[config.mk]
export PLATFORM = sky130hd
export DESIGN_NAME = aes_mix_columns_seq_flat
export DESIGN_NICKNAME = d
export VERILOG_FILES = /design/src/rtl/aes_pkg.sv /design/src/rtl/aes_mix_columns_seq_if.sv /design/src/rtl/aes_mix_col32.sv /design/src/rtl/aes_mix_columns_seq.sv /design/src/flat_wrapper.sv
export SDC_FILE = /design/constraint.sdc
export NUM_CORES = 1
export LEC_CHECK = 0
export ABC_AREA = 1
export CORE_ASPECT_RATIO = 1.4
export CORE_UTILIZATION = 35
export DETAILED_ROUTE_END_ITERATION = 12
export HOLD_SLACK_MARGIN = 0.08
export PLACE_DENSITY = 0.55
export SLEW_MARGIN = 20
export SYNTH_ARGS = -nofsm -noshare
export SYNTH_HDL_FRONTEND = slang
export SYNTH_HIERARCHICAL = 1
export SYNTH_SLANG_ARGS = --single-unit
[constraint.sdc]
create_clock -name clk -period 5.4 [get_ports clk]
set_input_delay 0.54 -clock clk [delete_from_list [all_inputs] [get_ports clk]]
set_output_delay 0.54 -clock clk [all_outputs]
set_load 0.05 [all_outputs]
[src/rtl/aes_pkg.sv]
// Shared types and GF(2^8) helpers for the sequential AES MixColumns engine.
package aes_pkg;

   typedef enum logic [1:0] {IDLE, BUSY, DONE} state_e;

   function automatic logic [7:0] xtime(input logic [7:0] b);
      return {b[6:0], 1'b0} ^ (b[7] ? 8'h1B : 8'h00);
   endfunction

   // Constant multipliers needed by MixColumns/InvMixColumns; anything else is treated as 1.
   function automatic logic [7:0] gf_mul(input logic [7:0] b, input logic [3:0] k);
      logic [7:0] x2, x4, x8, r;
      x2 = xtime(b);
      x4 = xtime(x2);
      x8 = xtime(x4);
      r  = b;
      case (k)
         4'h2: r = x2;
         4'h3: r = x2 ^ b;
         4'h9: r = x8 ^ b;
         4'hB: r = x8 ^ x2 ^ b;
         4'hD: r = x8 ^ x4 ^ b;
         4'hE: r = x8 ^ x4 ^ x2;
         default: r = b;
      endcase
      return r;
   endfunction

   function automatic logic [31:0] col_of(input logic [127:0] s, input logic [1:0] c);
      logic [31:0] r;
      r = s[127:96];
      case (c)
         2'd0: r = s[127:96];
         2'd1: r = s[95:64];
         2'd2: r = s[63:32];
         2'd3: r = s[31:0];
         default: r = s[127:96];
      endcase
      return r;
   endfunction

   function automatic logic [7:0] byte_of(input logic [31:0] col, input logic [1:0] r);
      logic [7:0] b;
      b = col[31:24];
      case (r)
         2'd0: b = col[31:24];
         2'd1: b = col[23:16];
         2'd2: b = col[15:8];
         2'd3: b = col[7:0];
         default: b = col[31:24];
      endcase
      return b;
   endfunction

endpackage

[src/rtl/aes_mix_columns_seq_if.sv]
// Block-in / block-out handshake bundle for the MixColumns engine.
interface aes_mix_columns_seq_if;
   // A transfer happens on a rising edge where valid and ready are both high; the
   // sender holds data stable while valid is high and ready is low.
   logic         in_valid;
   logic         in_ready;
   logic [127:0] in_block;
   logic         in_inv;
   logic         in_bypass;
   logic         out_valid;
   logic         out_ready;
   logic [127:0] out_block;

   modport master (
      output in_valid, in_block, in_inv, in_bypass, out_ready,
      input  in_ready, out_valid, out_block
   );

   modport slave (
      input  in_valid, in_block, in_inv, in_bypass, out_ready,
      output in_ready, out_valid, out_block
   );
endinterface

[src/rtl/aes_mix_col32.sv]
// Combinational single-column MixColumns / InvMixColumns.
module aes_mix_col32
   import aes_pkg::*;
(
   input  logic [31:0] col,
   input  logic        inv,
   output logic [31:0] result
);

   logic [7:0] a [4];
   logic [7:0] o [4];

   for (genvar r = 0; r < 4; r++) begin : g_row
      localparam int R1 = (r + 1) % 4;
      localparam int R2 = (r + 2) % 4;
      localparam int R3 = (r + 3) % 4;
      assign a[r] = byte_of(col, 2'(r));
      assign o[r] = inv ? (gf_mul(a[r], 4'hE) ^ gf_mul(a[R1], 4'hB) ^
                           gf_mul(a[R2], 4'hD) ^ gf_mul(a[R3], 4'h9))
                        : (gf_mul(a[r], 4'h2) ^ gf_mul(a[R1], 4'h3) ^
                           a[R2] ^ a[R3]);
   end

   assign result = {o[0], o[1], o[2], o[3]};

endmodule

[src/rtl/aes_mix_columns_seq.sv]
// Handshaked AES MixColumns/InvMixColumns engine: COLS_PER_CYCLE columns per cycle, in place.
module aes_mix_columns_seq
   import aes_pkg::*;
#(
   parameter int COLS_PER_CYCLE = 1
) (
   input  logic                  clk,
   input  logic                  rst_n,
   aes_mix_columns_seq_if.slave  bus,
   output state_e                fsm_state
);

   if (COLS_PER_CYCLE != 1 && COLS_PER_CYCLE != 2 && COLS_PER_CYCLE != 4) begin : g_bad_cfg
      $error("aes_mix_columns_seq: COLS_PER_CYCLE must be 1, 2 or 4");
   end

   localparam logic [1:0] STEP     = 2'(COLS_PER_CYCLE);
   localparam logic [1:0] LAST_CNT = 2'(4 - COLS_PER_CYCLE);

   state_e       state, state_next;
   logic [1:0]   col_cnt;
   logic [127:0] work;
   logic [127:0] work_next;
   logic         mode_inv, mode_byp;
   logic         accept, busy;

   logic [31:0]  lane_in  [4];
   logic [31:0]  lane_wr  [4];
   logic [31:0]  col_next [4];

   assign bus.in_ready  = (state == IDLE) || ((state == DONE) && bus.out_ready);
   assign bus.out_valid = (state == DONE);
   assign bus.out_block = work;
   assign accept        = bus.in_valid && bus.in_ready;
   assign busy          = (state == BUSY);
   assign fsm_state     = state;

   always_comb begin
      state_next = state;
      case (state)
         IDLE:    if (accept) state_next = BUSY;
         BUSY:    if (col_cnt == LAST_CNT) state_next = DONE;
         DONE:    if (bus.out_ready) state_next = accept ? BUSY : IDLE;
         default: state_next = IDLE;
      endcase
   end

   // Lane k works on column col_cnt+k; lanes beyond COLS_PER_CYCLE are never selected.
   for (genvar k = 0; k < 4; k++) begin : g_lane
      assign lane_in[k] = col_of(work, col_cnt + 2'(k));
      if (k < COLS_PER_CYCLE) begin : g_mix
         logic [31:0] mixed;
         aes_mix_col32 u_mix (
            .col    (lane_in[k]),
            .inv    (mode_inv),
            .result (mixed)
         );
         assign lane_wr[k] = mode_byp ? lane_in[k] : mixed;
      end else begin : g_idle
         assign lane_wr[k] = lane_in[k];
      end
   end

   for (genvar c = 0; c < 4; c++) begin : g_col
      logic [1:0] offset;
      logic       active;
      assign offset      = 2'(c) - col_cnt;
      assign active      = busy && ({1'b0, offset} < 3'(COLS_PER_CYCLE));
      assign col_next[c] = accept ? col_of(bus.in_block, 2'(c)) :
                           active ? lane_wr[offset] : col_of(work, 2'(c));
   end

   assign work_next = {col_next[0], col_next[1], col_next[2], col_next[3]};

   always_ff @(posedge clk or negedge rst_n) begin
      if (!rst_n) begin
         state    <= IDLE;
         col_cnt  <= 2'd0;
         work     <= 128'h0;
         mode_inv <= 1'b0;
         mode_byp <= 1'b0;
      end else begin
         state <= state_next;
         work  <= work_next;
         if (accept) begin
            col_cnt  <= 2'd0;
            mode_inv <= bus.in_inv;
            mode_byp <= bus.in_bypass;
         end else if (busy) begin
            col_cnt  <= col_cnt + STEP;
         end
      end
   end

endmodule
[src/flat_wrapper.sv]
// flat-port wrapper written by rule: the top's interface ports become plain ports
module aes_mix_columns_seq_flat import aes_pkg::*;
#(
   parameter int COLS_PER_CYCLE = 1
)
  (clk, rst_n, fsm_state, bus_in_valid, bus_in_block, bus_in_inv, bus_in_bypass, bus_out_ready, bus_in_ready, bus_out_valid, bus_out_block);
  aes_mix_columns_seq_if bus_i ();
  input  logic clk;
  input  logic rst_n;
  output state_e fsm_state;
  input wire logic [$bits(bus_i.in_valid)-1:0] bus_in_valid;
  input wire logic [$bits(bus_i.in_block)-1:0] bus_in_block;
  input wire logic [$bits(bus_i.in_inv)-1:0] bus_in_inv;
  input wire logic [$bits(bus_i.in_bypass)-1:0] bus_in_bypass;
  input wire logic [$bits(bus_i.out_ready)-1:0] bus_out_ready;
  output wire logic [$bits(bus_i.in_ready)-1:0] bus_in_ready;
  output wire logic [$bits(bus_i.out_valid)-1:0] bus_out_valid;
  output wire logic [$bits(bus_i.out_block)-1:0] bus_out_block;
  assign bus_i.in_valid = bus_in_valid;
  assign bus_i.in_block = bus_in_block;
  assign bus_i.in_inv = bus_in_inv;
  assign bus_i.in_bypass = bus_in_bypass;
  assign bus_i.out_ready = bus_out_ready;
  assign bus_in_ready = bus_i.in_ready;
  assign bus_out_valid = bus_i.out_valid;
  assign bus_out_block = bus_i.out_block;
  aes_mix_columns_seq #(.COLS_PER_CYCLE(COLS_PER_CYCLE)) u_core (.clk(clk), .rst_n(rst_n), .bus(bus_i), .fsm_state(fsm_state));
endmodule
# --- After elaboration in Yosys (flattened, before gate mapping) ---
# Cells that the tools add are included.
totals:
  ff_bits: 134
  elab_cells: 174
classes:
  add_sub_neg: 7
  magnitude_cmp: 8
  eq_ne: 17
  muxes: 48
  n_bitwise: 68
  n_reduce_logical: 18
ops:
  columns: ["op", "count"]
  rows:
  - ["32-bit two-way mux", 17]
  - ["32-bit one-hot mux with 4 select lines", 4]
  - ["8-bit XOR", 55]
  - ["32-bit binary-select mux with 2-bit select", 4]
  - ["8-bit by 5-bit XOR with 8-bit output", 9]
  - ["5-bit two-way mux", 12]
  - ["8-bit two-way mux", 4]
  - ["2-bit equality test, second input constant", 9]
  - ["3-bit greater-or-equal comparator, second input constant", 4]
  - ["2-bit NOT with 3-bit output", 4]
  - ["2-bit by 1-bit equality test with 1-bit output, second input constant", 5]
  - ["2-bit logical NOT", 5]
  - ["2-bit two-way mux", 5]
  - ["2-bit nonzero test", 5]
  - ["2-bit by 1-bit < comparator with 1-bit output, second input constant", 4]
  - ["1-bit logical AND", 6]
  - ["2-bit one-hot mux with 3 select lines", 1]
  - ["2-bit adder, second input constant", 2]
  - ["2-bit inequality test, second input constant", 2]
  - ["1-bit by 2-bit subtractor with 2-bit output, first input constant", 2]
  - ["2-bit subtractor, first input constant", 2]
  - ["3-bit AND reduction", 1]
  - ["2-bit by 1-bit adder with 2-bit output, second input constant", 1]
  - ["2-bit by 1-bit inequality test with 1-bit output, second input constant", 1]
  - ["2 further kinds", 2]

# --- Logic depth before layout (Yosys ltp) ---
logic_depth:
  ltp_word: 20
  ltp_mapped: 33
  mapped_depth_nobuf: 27

# --- Cells and area by module ---
# Netlist, hierarchy kept.
modules_own_cells:
  columns: ["module", "n_inst", "cells_per_inst", "area_per_inst_um2", "seq_area_each_um2"]
  rows:
  - ["aes_mix_columns_seq", 1, 2924, 15471.1, 3353.2]
  - ["aes_mix_col32", 1, 991, 5154.9, 0.0]

# --- Worst setup path before layout ---
# Ideal clock, no wire load.
synth_timing:
  path_kind: "reg2reg"
  startpoint: "register u_core.col_cnt[1]"
  endpoint: "register u_core.work[11] (netlist: u_core/bus.out_block[11])"
  setup_time_ps: 118
  arrival_ps: 3955
  t_required_ps: 5282
  path_slack_ps: 1327
  stages_incl_launch_ff: 27
  period_less_slack_ps: 4073
  cell_sequence: "dfrtp_1 inv_1 clkbuf_1 buf_1 ha_1 buf_2 buf_2 a21oi_1 a21boi_0 buf_6 nand2_1 nand2_1 xor2_1 nand2_1 nand2_1 nand2_1 nand2_1 nand2_1 nand3_1 nand2_1 or2_2 nand3_1 nand2_1 nand2_1 nand2_1 nand2_1 nand2_1"
synth_lines:
  columns: ["item", "line_no", "rtl"]
  rows:
  - ["start: declaration", "aes_mix_columns_seq.sv:21", "logic [1:0] col_cnt;"]
  - ["start signal: assignment", "aes_mix_columns_seq.sv:90", "col_cnt <= col_cnt + STEP;"]
  - ["end signal: assignment", "aes_mix_columns_seq.sv:84", "work <= work_next;"]
  - ["end: declaration", "aes_mix_columns_seq.sv:22", "logic [127:0] work;"]

==> results.yml <==
floorplanning:
  rows: 104
  die-area_mm2: 0.0599
  core_mm2: 0.0579
  die_w_um: 207
  ios: 266
  die_h_um: 289
  start_util_pct: 35.6
cts:
  cts_resized: 0
  cts_sinks: 134
  ctsLongestPathBuffers: 2
  cts_htree_levels: 4
  post-cts-setup-buffers: 0
  root_buffer: "clkbuf_16"
  cts_hold_buffers: 1
  cts_tree: "yes"
  cts_buffers: 17
  clk_pin_slew_ns: 0.07
  clock_latency_ns: 0.49
synth:
  avgSynthCellArea_um2: 5.27
  yosysWarnings: 6
  synthAdderAreaFrac_pct: 0.485
  synthFlopType: "dfrtp_1"
  synth_compound_area_share_pct: 9.71
  ys_seq_area_share_pct: 16.3
  ys_top_cells_by_count: "1778 x nand2_1, 664 x nand3_1, 372 x inv_1, 173 x a21oi_1, 134 x dfrtp_1"
  synthArstFlopShare_pct: 100
  ys_ff_latch: 134
  yosysUniqueCellTypes: 36
  netlist_area_mm2: 0.0206
  synth_xor_area_share_pct: 8.46
  synth_area_leader_cell: "nand2_1"
  synthSimpleGateAreaFrac_pct: 51.9
  yosysMostFrequentCell: "nand2_1"
  yosys-top-cells-area: "nand2_1 32%, dfrtp_1 16%, nand3_1 16%, inv_1 6.8%, xor2_1 5.2%"
  synth_nets: 4057
  synthCells: 3915
  synthMuxAreaShare_pct: 0.0485
  synth_edf_count: 0
  synth_top_area_share_pct: 32.4
  synth_top_family_by_area: "simple AND/OR/NAND/NOR gates"
sta:
  fin_hold_ws_ns: 0.540
  report.final.slew_viol_count: 0
  hold_viol_final: 0
  tns_ns: 0
  rsz0062_at_grt: "no"
  setup_ws_ns: 0.640
  tightest_slew_ns: 1.19
  skew_ns: 0.0161
  period_minus_slack_ns: 4.76
  fmax_ghz: 0.210
  finalSetupViolCount: 0
  timing.slew.headroom_pct: 20.3
  final.period_utilization_pct: 88.1
grt:
  top_usage_layer: "met2"
  grt_start_max_net_pins: 123
  grt_pass1_wl_um: 154000
  antenna_found_initial: 1
  grt.total_usage_pct: 34.1
  use_met1_pct: 46.4
  grt_pass1_vias: 23500
  grt_overflow: 0
  grtUsageMet2_pct: 53.2
  gr-usage-met3_pct: 4.86
run:
  cap_violations: 0
worst_setup_path:
  worst_setup_path_end_kind: "flip-flop"
  cp.arrival_ns: 5.12
  cp.required_ns: 5.76
  crit_path_max_fanout: 20
  crit_type: "flip-flop to flip-flop"
  start_kind: "flip-flop"
drt:
  via_count: 26100
  avgRoutedWirePerCell_um: 21.5
  dr.pass1.iters: 8
  drc: 0
  avgViaCountPerCell: 5.42
  totalWireLength_um: 104000
  drtAntennaViolNets: 0
  drtIter0Drc: 2997
cells_and_area:
  diodes: 0
  layout-area-overhead-vs-synth_pct: 18.7
  design.final.nets: 4201
  instances_no_fill: 4814
  layout-drive-gt1-share_pct: 5.55
placed_design:
  numPortBuffers: 265
  gp_congestion: 1.10
  dp_slack_ns: 1.02
  place_hpwl_um: 76200
  placed_cells: 4781
outcome:
  status: "complete, no violations"
min_path:
  hold_path.class: "flip-flop to flip-flop"
## routing by layer
layer / wire length [µm] / vias up
met3: 8410 / 227
met4: 4840 / 2
met5: 13 / -
met2: 45500 / 1274
met1: 44900 / 12000
li1: - / 12600
## sequential cells by signal, summed over array words and instances, names as in the netlist
signal,cells
u_core/bus.out_block,128
u_core/fsm_state,2
u_core/mode_inv,1
u_core/col_cnt,2
u_core/mode_byp,1
## final timing paths
| path | slack (ns) | from | endpoint | depth (start not counted) |
|---|---|---|---|---|
| worst max-delay path | 0.64 | u_core/col_cnt[0] | u_core/bus.out_block[90] | 19 |
| worst min-delay path | 0.54 | u_core/bus.out_block[101] | u_core/bus.out_block[101] | 2 |
| worst max register to register | 0.64 | u_core/col_cnt[0] | u_core/bus.out_block[90] | 19 |
| worst min register to register | 0.54 | u_core/bus.out_block[101] | u_core/bus.out_block[101] | 2 |
| max in group asynchronous | 3.82 | rst_n | u_core/col_cnt[1] | 3 |
| min in group asynchronous | 0.60 | rst_n | u_core/bus.out_block[52] | 2 |
## cell usage in the layout (no fill, tap or decap), types with 5 or more instances in the layout
cell and count:
nand2_1 1776, o21ai_1 18, ha_4 6, nand4_1 6
nand3_1 664, dfrtp_1 131, a21oi_1 173, o21ai_0 113
xnor2_1 66, nor2_1 65, nand2_2 17, buf_12 7
o211ai_1 54, xor2_1 122, clkbuf_16 17, clkdlybuf4s50_1 264
buf_4 93, clkinvlp_4 5, inv_2 17, or2_2 40
inv_1 369
## worst max-delay path, stage by stage, from the launching register on
cell     delay [ns]
dfrtp_4        0.57
inv_4          0.17
ha_4           0.38
buf_4          0.26
nand2_1        0.09
nand3_1        0.08
nand2_1        0.07
nand2_1        0.35
buf_4          0.28
xor2_1         0.60
xnor2_1        0.19
xnor2_1        0.46
nand3_1        0.14
nand3_1        0.11
nand2_1        0.09
or2_2          0.29
nand3_1        0.10
nand3_1        0.08
nand2_1        0.19
a21oi_1        0.09
## metrics by stage
step / utilization (%) / area (µm²)
after floorplan: - / 20600
after global placement: 41.3 / 23900
after detailed placement: 41.3 / 23900
after CTS: 42.3 / 24500
after global routing: 42.3 / 24500
final: 42.3 / 24500
## cell families after synthesis
kind of cell | after synthesis
simple gates | 2577
xor+xnor | 194
flops | 134
mux | 1
buf+inv | 633
compound gates | 368
fa+ha+maj | 8
## cell type report
type / instances / area [µm²]
sequential: 134 / 3360
multi-input combinational: 3148 / 14600
fill: 6480 / 33400
timing repair buffer: 366 / 3500
clock buffer: 20 / 437
inverter: 392 / 1480
clock inverter: 12 / 130
tap: 742 / 928
Power is not shown: default switching activity piles up to over one toggle a cycle in this logic, so the estimate is an artifact.
